`config.mk`:
```
export PLATFORM = sky130hd
export DESIGN_NAME = demux8way_16bit_reg
export DESIGN_NICKNAME = d
export VERILOG_FILES = /design/src/rtl/demux8way_16bit_reg.sv
export SDC_FILE = /design/constraint.sdc
export NUM_CORES = 1
export LEC_CHECK = 0
export ABC_AREA = 1
export BUFFER_PORTS_ARGS = -buffer_cell sky130_fd_sc_hd__buf_2
export CORE_UTILIZATION = 35
export CTS_BUF_LIST = sky130_fd_sc_hd__clkbuf_4 sky130_fd_sc_hd__clkbuf_8
export DETAILED_ROUTE_END_ITERATION = 8
export SKIP_CTS_REPAIR_TIMING = 1
export SYNTH_ARGS = -nofsm -noshare
export SYNTH_HDL_FRONTEND = slang
export SYNTH_SLANG_ARGS = --single-unit
```
`constraint.sdc`:
```
create_clock -name clk -period 1.7 [get_ports clk]
set_clock_uncertainty 0.05 [all_clocks]
set_input_delay 0.34 -clock clk [delete_from_list [all_inputs] [get_ports clk]]
set_output_delay 0.34 -clock clk [all_outputs]
set_load 0.005 [all_outputs]
```
`src/rtl/demux8way_16bit_reg.sv`:
```
// demux8way_16bit_reg: routes one 16-bit word per handshake into one of
// eight held channels (A..H), each with its own valid flag and consumer ack.
//
// Ports:
//   clk, rst_n         clock, async active-low reset
//   in, in_valid       producer word and its valid
//   in_ready           target channel is empty (never depends on in_valid)
//   select             target channel when AUTO_SELECT=0 (0=A .. 7=H)
//   outA..outH         channel holding registers
//   out_valid, out_ack per-channel occupied flag / consumer take
//   ptr                round-robin pointer (stays 0 when AUTO_SELECT=0)
//   xfer_count         accepted words, modulo 2^CNT_W
module demux8way_16bit_reg #(
  parameter bit AUTO_SELECT = 1'b0,
  parameter int CNT_W       = 8
) (
  input  logic             clk,
  input  logic             rst_n,
  input  logic [15:0]      in,
  input  logic [2:0]       select,
  input  logic             in_valid,
  output logic             in_ready,
  output logic [15:0]      outA,
  output logic [15:0]      outB,
  output logic [15:0]      outC,
  output logic [15:0]      outD,
  output logic [15:0]      outE,
  output logic [15:0]      outF,
  output logic [15:0]      outG,
  output logic [15:0]      outH,
  output logic [7:0]       out_valid,
  input  logic [7:0]       out_ack,
  output logic [2:0]       ptr,
  output logic [CNT_W-1:0] xfer_count
);

  logic [7:0][15:0]  regs;
  logic [7:0]        vld;
  logic [2:0]        ptr_q;
  logic [CNT_W-1:0]  cnt_q;
  logic [2:0]        tgt;
  logic [7:0]        tgt_oh;
  logic              acc;

  assign tgt      = AUTO_SELECT ? ptr_q : select;
  assign tgt_oh   = 8'b1 << tgt;
  assign in_ready = ~vld[tgt];
  assign acc      = in_valid & in_ready;

  // Data only moves on accept; consumption just drops the valid flag.
  always_ff @(posedge clk or negedge rst_n) begin
    if (!rst_n) begin
      regs <= '0;
    end else if (acc) begin
      regs[tgt] <= in;
    end
  end

  // Ack and accept never hit the same channel: ready is low while valid.
  always_ff @(posedge clk or negedge rst_n) begin
    if (!rst_n) begin
      vld <= '0;
    end else begin
      vld <= (vld & ~out_ack) | (acc ? tgt_oh : 8'h00);
    end
  end

  always_ff @(posedge clk or negedge rst_n) begin
    if (!rst_n) begin
      cnt_q <= '0;
    end else if (acc) begin
      cnt_q <= cnt_q + CNT_W'(1);
    end
  end

  // Pointer only advances on accept, so a stall never skips a channel.
  always_ff @(posedge clk or negedge rst_n) begin
    if (!rst_n) begin
      ptr_q <= '0;
    end else if (AUTO_SELECT && acc) begin
      ptr_q <= ptr_q + 3'd1;
    end
  end

  assign outA       = regs[0];
  assign outB       = regs[1];
  assign outC       = regs[2];
  assign outD       = regs[3];
  assign outE       = regs[4];
  assign outF       = regs[5];
  assign outG       = regs[6];
  assign outH       = regs[7];
  assign out_valid  = vld;
  assign ptr        = ptr_q;
  assign xfer_count = cnt_q;

endmodule

```
== After elaboration in Yosys (flattened, before gate mapping) ==
Cells that the tools add are included.
Operators by class
  shifts and indexed selects: 1
  bitwise gates (word level): 5
  add/sub/neg operators: 1
  magnitude comparators: 2
  mux-type cells: 6
  reduce and logical (&&, ||, !) cells: 1
Operator list (count)
  $bwmux 128: 1
  $demux 16 s3: 1
  $mux 16: 1
  $add 8x1->8 const B: 1
  $and 8x8->8: 1
  $mux 8: 1
  $not 8->8: 1
  $or 8x8->8: 1
  $shl 1x3->8 const A: 1
  $lt 3x4->1 const B: 1
  $bmux 1 s3: 1
  $ge 3x1->1 const B: 1
  $and 1x1->1: 1
  $logic_and 1x1->1: 1
  $mux 1: 1
  $not 1->1: 1
Word-level totals
  output and inout port bits: 148
  register bits: 144
  input bits: 30

== Longest topological paths before layout ==
Gate-level depths: netlist of the first run.
  word-level depth: 6
  depth in mapped cells: 11
  gate-level depth less buffers: 9

== Least setup slack after synthesis of the first run ==
OpenSTA, ideal clock, no wires.
  path type: input to output
  start: in select[0]
  end: out in_ready
  data arrival time: 1.078 ns
  stages on the path: 8
  path slack: 0.232 ns
  data required time: 1.310 ns
  path through: buf_6 nand2_1 nand2_1 nand2_1 nand3_1 nand2_2 buf_6 buf_4
Between the ends
  cells in the longest elaborated chain, start to end: 3
Ends and longest elaborated chain
  start: declaration: RTL line 20  | input logic [2:0] select,
  $bmux 1 s3: RTL line 47  | assign in_ready = ~vld[tgt];
  $mux 1 (implied by the code): RTL line 47
  $not 1->1: RTL line 47
  end: declaration: RTL line 22  | output logic in_ready,
No other way between the ends. The select of a mux whose other input is x is not followed.

== Final worst setup path of the first run ==
  start: reg vld[4], in the netlist out_valid[4]
  end: out in_ready
Between the ends
  cells in the longest elaborated chain, start to end: 3
Ends and longest elaborated chain
  start: declaration: RTL line 38  | logic [7:0] vld;
  start signal: assignment: RTL line 64  | vld <= (vld & ~out_ack) | (acc ? tgt_oh : 8'h00);
  $bmux 1 s3: RTL line 47
  $mux 1 (implied by the code): RTL line 47
  $not 1->1: RTL line 47
No other way between the ends. The select of a mux whose other input is x is not followed.

==> results of run 1 <==
[worst min-delay path by stage]
stage,to,slack [ns]
2_1_floorplan,outA[0],-0.006
3_3_place_gp,outC[11],0.24
3_5_place_dp,outB[11],0.24
4_1_cts,outC[10],-0.26
5_1_grt,out_valid[7],0.006
6_report,out_valid[7],0.01
[kinds of logic (layout without fill, tap and decap cells)]
family / after synthesis / count (layout) / share of synthesized area (%)
simple gates: 329 / 329 / 26.0
flops: 144 / 144 / 60.1
compound gates: 75 / 75 / 6.26
buf+inv: 72 / 297 / 6.67
xor+xnor: 5 / 5 / 0.730
fa+ha+maj: 1 / 1 / 0.209
other cells: 1 / 3 / 0.0625
[routing by layer]
layer | global-route usage, % | share of wire [%] | up-vias
met5 | 0 | 0 | -
met4 | 8.05 | 2.0 | 0
met3 | 4.33 | 4.5 | 20
met2 | 33.1 | 49 | 130
met1 | 27.3 | 45 | 2488
li1 | - | - | 2508
[per-stage QoR]
step                cells  utilization, %
finish               1074            48.0
global route         1074            48.0
CTS                  1054            46.8
detailed placement   1022            44.3
global placement     1022            44.3
floorplan             629               -
[cell type report]
class / instances / area (um^2)
Clock inverter: 12 / 160
Multi-Input combinational cell: 413 / 2020
Timing Repair Buffer: 236 / 1570
Sequential cell: 144 / 3600
Fill cell: 1609 / 8650
Inverter: 29 / 109
Clock buffer: 20 / 263
Tap cell: 220 / 275
[synth_stat cells]
cell type	instances	area [um^2]
nand3_1	13	65.1
buf_1	3	11.3
nand4_1	65	407
buf_2	5	25.0
nand3_4	2	35.0
dfrtp_1	144	3600
inv_2	3	11.3
buf_6	4	45.0
nor2_1	5	18.8
nor2_8	1	20.0
nand2_2	2	12.5
buf_4	25	188
xnor2_1	5	43.8
o21ai_1	69	345
nand3b_1	1	7.51
clkbuf_1	6	22.5
nor2_2	4	25.0
inv_1	26	97.6
nand4_4	4	85.1
nand3_2	2	20.0
ha_1	1	12.5
o21ai_0	6	30.0
conb_1	1	3.75
nand2_1	230	863
[critical path, stage by stage (launching register included)]
cell and delay [ns]:
dfrtp_1 0.44, nand2_1 0.08, nand2_1 0.05, nand2_1 0.06
nand3_2 0.08, nand2_4 0.10, buf_12 0.12, buf_6 0.09
[power by group through the flow]
stage / Clock [mW] / Combinational [mW] / Sequential [mW]
finish: 2.88 / 2.25 / 4.67
CTS: 2.94 / 2.22 / 4.67
detailed placement: 0 / 2.22 / 4.72
global placement: 0 / 2.16 / 4.73
global route: 3.10 / 2.54 / 4.76
floorplan: 0 / 0.885 / 4.75
[registers in the layout, indices dropped and copies added (netlist names)]
register and flops:
out_valid 8, outG 16, xfer_count 8, outA 16, outH 16, outD 16, outC 16, outE 16
outF 16, outB 16
==> impl_metrics.py, run 1 <==
metrics = {
    "min_path": {
        "hp-start": "out_ack[7]",
        "holdPathStages": 2,
        "hp-class": "in -> reg",
    },
    "status": {
        "status": "finished with violations",
        "violations": "negative setup slack",
    },
    "worst_setup_path": {
        "rr_endpoint": "outF[13]",
        "critPathRequiredTime_ns": 1.31,
        "startpoint_type": "flip-flop",
        "crit_end": "in_ready",
        "crit_start": "out_valid[4]",
        "rrSetupSlack_ns": 0.10,
        "critPathKind": "reg -> out",
        "worst-path-max-fanout": 5,
        "setup.worst_path.end_class": "output port",
        "timing.rr.start": "out_valid[4]",
        "r2r_cells": 11,
        "crit_arrival_ns": 1.45,
    },
    "power_and_ir_drop": {
        "ir_worst_vdd_mv": 0.472,
        "power.share.switching_pct": 30.5,
        "power.internal_mw": 6.80,
        "p_leak_nw": 4.32,
        "seqPwrFrac_pct": 47.6,
        "finalPower_mw": 9.79,
        "p_sw_mw": 2.99,
        "power_density_nw_per_um2": 1230,
        "combPwrFrac_pct": 23.0,
        "p_clk_share_pct": 29.4,
    },
    "final_layout": {
        "layout_commonest_cell": "nand2_1",
        "layout_common_cells": "nand2_1, buf_2, dfrtp_1",
        "postLayoutCellArea_um2": 7990,
        "final_nets": 872,
        "areaGrowthSynthToFinish_pct": 33.3,
        "drive_gt1_share_pct": 33.1,
        "diodes": 0,
    },
    "yosys": {
        "syn_avg_cell_area_um2": 9.57,
        "ys_seq_area_share_pct": 60.1,
        "synthCells": 627,
        "ys_warn_count": 3,
        "synth_seq_cells": 144,
        "yosysUniqueCellTypes": 24,
        "syn_area_um2": 6000,
    },
    "clock_tree": {
        "h-tree-depth": 4,
        "tritoncts": "built",
        "cts_max_path_buffers": 2,
        "cts_buffers": 17,
        "path_clk_slew_ns": 0.08,
        "cts_sinks": 144,
        "cts_root_buf": "clkbuf_8",
        "clkLatencyLatePin_ns": 0.44,
    },
    "die": {
        "rows": 47,
        "die_w_um": 133,
        "fp.dieH_um": 133,
        "dieArea_um2": 17700,
        "pin_count": 178,
        "start_util_pct": 36.0,
        "core_um2": 16600,
    },
    "detailed_routing": {
        "ant_nets": 0,
        "drc": 0,
        "routedWlPerCell_um": 16.5,
        "wl_um": 17700,
        "viasPerCell": 4.79,
        "firstDrtPassIters": 4,
        "num_vias": 5146,
        "drt_iter0_markers": 293,
    },
    "grt": {
        "grt_overflow": 0,
        "grt_max_degree": 45,
        "antenna_found_initial": 0,
        "grt_pass1_vias": 4970,
        "grtUsageTotal_pct": 20.6,
        "grt_pass1_wl_um": 27700,
    },
    "sta": {
        "finalHoldViolations": 0,
        "finalWorstSetupSlack_ns": -0.142,
        "rsz0062_at_grt": "yes",
        "slew_viol_final": 0,
        "setup_viol": 1,
        "clock.fmax_mhz": 543,
        "timing.hold.ws_ns": 0.0130,
        "tns_ns": -0.142,
        "fin_crit_ns": 1.84,
        "finalCritPeriodShare_pct": 108,
    },
    "place": {
        "place_hpwl_um": 12400,
        "place.gp.congestion": 0.786,
        "port_buffers": 174,
        "post_dp_cell_area_um2": 7370,
        "pre_cts_slack_ns": -0.0959,
    },
    "run": {
        "cap_viol_max_count": 0,
    },
}
No activity file was read; power rests on OpenSTA's default activity.
==> inputs of run 2 (changes only) <==
HOLD_SLACK_MARGIN = 0.03   (was default)
==> run 2 against run 1 <==
The run still ends with negative setup slack left. Count of clock-buffer cells in the layout unchanged. Maximum frequency increased by 0.35%. Sequential cell count unchanged. Hold slack improved by 0.17 ns. Combinational power about the same. First-iteration DRC count decreased by 5.5%. Via count decreased by 0.43%. Worst setup slack improved by 0.0063 ns.
==> impl_metrics.py, run 2 (synthesis gave the netlist of run 1 again) <==
metrics = {
    "power_and_ir_drop": {
        "p_clk_share_pct": 29.3,
        "p_leak_nw": 4.34,
        "power.internal_mw": 6.81,
        "seqPwrFrac_pct": 47.7,
        "combPwrFrac_pct": 23.1,
        "power.share.switching_pct": 30.4,
        "finalPower_mw": 9.79,
        "power_density_nw_per_um2": 1220,
        "p_sw_mw": 2.98,
        "ir_worst_vdd_mv": 0.472,
    },
    "worst_setup_path": {
        "crit_start": "out_valid[4]",
        "critPathRequiredTime_ns": 1.31,
        "setup.worst_path.end_class": "output port",
        "crit_arrival_ns": 1.45,
        "crit_slowest_cell": "dfrtp_1",
        "worst-path-max-fanout": 5,
        "crit_family": "flip-flops",
        "worst-path-buf-inv": 2,
        "crit_chain": "nand2_1, nand2_1, nand2_1, nand3_2, nand2_4, buf_12, buf_6",
        "critPathKind": "reg -> out",
        "timing.rr.start": "out_valid[4]",
        "r2r_cells": 11,
        "cp_slowest_stage_delay_ns": 0.44,
        "cp.depth": 7,
        "startpoint_type": "flip-flop",
        "worst_path_most_repeated_cell": "nand2_1",
    },
    "min_path": {
        "hp-class": "in -> reg",
        "holdPathStages": 3,
        "hp-start": "in[15]",
    },
    "grt": {
        "grtUsageTotal_pct": 20.6,
        "grt_pass1_wl_um": 27700,
        "grt_max_degree": 45,
        "use_met1_pct": 27.3,
        "use_met3_pct": 4.33,
        "met2_usage_pct": 33.1,
        "antenna_found_initial": 0,
        "grt-busiest-layer": "met2",
        "grt_overflow": 0,
        "grt_pass1_vias": 4970,
    },
    "final_layout": {
        "diodes": 0,
        "layout_commonest_cell": "nand2_1",
        "layout_common_cells": "nand2_1, buf_2, dfrtp_1",
        "areaGrowthSynthToFinish_pct": 33.9,
        "stdcell_count": 1078,
        "drive_gt1_share_pct": 33.0,
        "n_fill_cell": 1602,
        "final_nets": 876,
        "postLayoutCellArea_um2": 8030,
    },
    "detailed_routing": {
        "wl_um": 17700,
        "num_vias": 5124,
        "drt_iter0_markers": 277,
        "drc": 0,
        "viasPerCell": 4.75,
        "routedWlPerCell_um": 16.4,
        "ant_nets": 0,
        "firstDrtPassIters": 5,
    },
    "sta": {
        "finalWorstSetupSlack_ns": -0.135,
        "rsz0062_at_grt": "yes",
        "timing.hold.ws_ns": 0.185,
        "finalHoldViolations": 0,
        "setup_viol": 1,
        "slew_viol_final": 0,
        "clock.fmax_mhz": 545,
        "finalCritPeriodShare_pct": 108,
        "tns_ns": -0.135,
        "fin_crit_ns": 1.84,
    },
    "die": {
        "fp.dieH_um": 133,
        "core_um2": 16600,
        "dieArea_um2": 17700,
        "rows": 47,
        "pin_count": 178,
        "die_w_um": 133,
        "start_util_pct": 36.0,
    },
    "place": {
        "placed_cells": 1022,
        "post_dp_cell_area_um2": 7370,
        "place_hpwl_um": 12400,
        "port_buffers": 174,
        "place.gp.congestion": 0.786,
    },
    "clock_tree": {
        "h-tree-depth": 4,
        "cts_sinks": 144,
        "cts_max_path_buffers": 2,
        "tritoncts": "built",
        "cts_buffers": 17,
        "clkLatencyLatePin_ns": 0.43,
        "cts_root_buf": "clkbuf_8",
        "path_clk_slew_ns": 0.08,
    },
    "run": {
        "cap_viol_max_count": 0,
    },
    "status": {
        "status": "finished with violations",
        "violations": "negative setup slack",
    },
}
## run 2: cell types whose count changed in the layout (fill, tap and decap cells not counted), sizes merged
cell         previous run  this run
dlygate4sd3             5         9
## run 2: per-stage QoR
stage	util (%)	setup slack [ns]
after floorplan	-	0.232
after CTS	46.8	-0.392
after global routing	48.3	-0.231
after detailed placement	44.3	-0.0959
after global placement	44.3	-0.0688
final	48.3	-0.135
## run 2: worst paths after layout
| kind | slack, ns | end |
|---|---|---|
| worst max-delay path | -0.14 | in_ready |
| worst min-delay path | 0.18 | outH[15] |
| worst max register to register | 0.09 | outF[13] |
| worst min register to register | 0.42 | outH[0] |
| max in group asynchronous | 0.68 | outD[15] |
| min in group asynchronous | 0.34 | outC[10] |
## run 2: metal layers
metal	vias up	wire length, um
li1	2514	-
met1	2487	8040
met2	113	8730
met3	10	746
met4	0	198
met5	-	0
## run 2: power by group through the flow
stage / sequential (mW) / combinational [mW] / clock [mW]
finish: 4.67 / 2.26 / 2.86
global route: 4.76 / 2.54 / 3.10
CTS: 4.67 / 2.22 / 2.94
detailed placement: 4.72 / 2.22 / 0
global placement: 4.73 / 2.16 / 0
floorplan: 4.75 / 0.885 / 0
## run 2: worst min-delay path, cell delays in order
cell and delay, ns:
buf_2 0.15, nand4_1 0.10, nand2_1 0.05
## run 2: final cells by class
cell class	count	area (um^2)	share of cell area (%)
timing repair buffer	240	1610	20.0
sequential	144	3600	44.9
clock inverter	12	160	1.99
multi-input combinational	413	2020	25.1
clock buffer	20	263	3.27
inverter	29	109	1.35
tap	220	275	3.43
==> inputs of run 3 (changes only) <==
PLACE_DENSITY_LB_ADDON = 0.05   (was default)
clock period = 2 ns   (was 1.7 ns; I/O delays follow)
==> run 3 against run 2 <==
The run now ends clean. Combinational power shrank 18%. Non-clock buffer count shrank 25. Highest routed layer unchanged. Design area shrank 2.6%. Sequential power shrank 15%. Clock power shrank 2%. Total power shrank 12%. Global-route usage grew 0.30 points.
==> impl_metrics.py, run 3 (synthesis gave the netlist of run 1 again) <==
metrics = {
    "status": {
        "status": "completed",
    },
    "min_path": {
        "hp-start": "out_ack[5]",
        "worstHoldEndpoint": "out_valid[5]",
        "hp-class": "in -> reg",
        "holdPathStages": 2,
    },
    "worst_setup_path": {
        "startpoint_type": "flip-flop",
        "crit_arrival_ns": 1.47,
        "worst-path-max-fanout": 5,
        "critPathKind": "reg -> out",
        "setup.worst_path.end_class": "output port",
        "rr_endpoint": "outH[3]",
        "critPathRequiredTime_ns": 1.55,
        "timing.rr.start": "out_valid[0]",
        "r2r_cells": 11,
        "rrSetupSlack_ns": 0.26,
    },
    "clock_tree": {
        "tritoncts": "built",
        "cts_root_buf": "clkbuf_8",
        "path_clk_slew_ns": 0.08,
        "cts_max_path_buffers": 2,
        "cts_buffers": 17,
        "h-tree-depth": 4,
        "cts_sinks": 144,
        "clkLatencyLatePin_ns": 0.45,
    },
    "run": {
        "cap_viol_max_count": 0,
    },
    "grt": {
        "grt_pass1_wl_um": 28000,
        "antenna_found_initial": 0,
        "grt_max_degree": 52,
        "use_met1_pct": 28.2,
        "use_met3_pct": 4.94,
        "grt_overflow": 0,
        "grt-busiest-layer": "met2",
        "grt_pass1_vias": 4951,
        "met2_usage_pct": 33.0,
        "grtUsageTotal_pct": 20.9,
    },
    "die": {
        "die_w_um": 133,
        "core_um2": 16600,
        "dieArea_um2": 17700,
        "pin_count": 178,
        "rows": 47,
        "fp.dieH_um": 133,
        "start_util_pct": 36.0,
    },
    "power_and_ir_drop": {
        "seqPwrFrac_pct": 46.2,
        "combPwrFrac_pct": 21.5,
        "p_clk_share_pct": 32.3,
        "ir_worst_vdd_mv": 0.367,
        "power.share.switching_pct": 29.0,
        "p_leak_nw": 4.23,
        "power_density_nw_per_um2": 1100,
        "p_sw_mw": 2.50,
        "power.internal_mw": 6.12,
    },
    "final_layout": {
        "diodes": 0,
        "layout_commonest_cell": "nand2_1",
        "postLayoutCellArea_um2": 7830,
        "areaGrowthSynthToFinish_pct": 30.5,
        "layout_common_cells": "nand2_1, buf_2, dfrtp_1",
        "stdcell_count": 1053,
        "post-route-util_pct": 47.0,
        "final_nets": 851,
        "drive_gt1_share_pct": 32.2,
    },
    "place": {
        "post_dp_cell_area_um2": 7120,
        "place_hpwl_um": 12400,
        "pre_cts_slack_ns": -0.00994,
        "port_buffers": 174,
        "placed_cells": 1001,
        "place.gp.congestion": 0.844,
    },
    "sta": {
        "slew_headroom_pct": 64.8,
        "finalHoldViolations": 0,
        "fin_crit_ns": 1.92,
        "slew_viol_final": 0,
        "tns_ns": 0,
        "setup_viol": 0,
        "finalCritPeriodShare_pct": 96.2,
        "finalWorstSetupSlack_ns": 0.0768,
        "worst_pin_slew_ns": 0.528,
        "clock.fmax_mhz": 520,
    },
    "detailed_routing": {
        "num_vias": 5118,
        "routedWlPerCell_um": 17.0,
        "viasPerCell": 4.86,
        "drc": 0,
        "firstDrtPassIters": 5,
        "ant_nets": 0,
        "drt_iter0_markers": 305,
        "wl_um": 17900,
    },
}
-- run 3: cell types whose count changed in the layout (fill, tap and decap cells not counted), sizes merged --
cell         previous run  this run
clkinv                  4         1
inv                    30        29
buf                   230       212
dlygate4sd3             9         1
clkbuf                 21        26
clkinvlp                4         2
bufinv                  3         5
-- run 3: layout make-up --
class	count	area, um^2
multi-input combinational	413	2020
clock buffer	24	318
sequential	144	3600
clock inverter	8	174
tap	220	275
timing repair buffer	215	1330
inverter	29	109
fill	1660	8810
-- run 3: power groups by stage --
| stage | registers, mW | clock network, mW | logic [mW] |
|---|---|---|---|
| CTS | 3.99 | 2.84 | 1.81 |
| floorplan | 4.04 | 0 | 0.753 |
| detailed placement | 4.03 | 0 | 1.81 |
| global route | 4.07 | 2.97 | 2.09 |
| finish | 3.99 | 2.79 | 1.85 |
| global placement | 4.02 | 0 | 1.78 |
-- run 3: worst max-delay path by stage --
stage,startpoint,endpoint,slack (ns),cells after the start
floorplan,select[0],in_ready,0.41,8
global placement,select[0],outE[10],0.08,11
detailed placement,select[0],outE[5],-0.01,11
CTS,out_valid[0],in_ready,-0.11,7
global route,out_valid[5],in_ready,-0.002,7
finish,out_valid[0],in_ready,0.08,7
-- run 3: routing by layer --
| layer | wire [um] | vias to the layer above |
|---|---|---|
| met5 | 0 | - |
| met4 | 291 | 0 |
| met3 | 971 | 24 |
| met2 | 8390 | 160 |
| met1 | 8210 | 2468 |
| li1 | - | 2466 |
-- run 3: through the flow --
stage | total power, mW | hold WS [ns]
detailed placement | 5.84 | 0.299
CTS | 8.64 | -0.198
global placement | 5.80 | 0.300
global route | 9.13 | 0.0469
floorplan | 4.79 | 0.0544
finish | 8.62 | 0.0632
-- run 3: worst max-delay path, cell delays in order, from the launching register on --
cell,delay (ns)
dfrtp_1,0.43
nand2_1,0.07
nand2_1,0.05
nand2_1,0.07
nand3_2,0.09
nand2_4,0.10
buf_12,0.12
buf_6,0.09
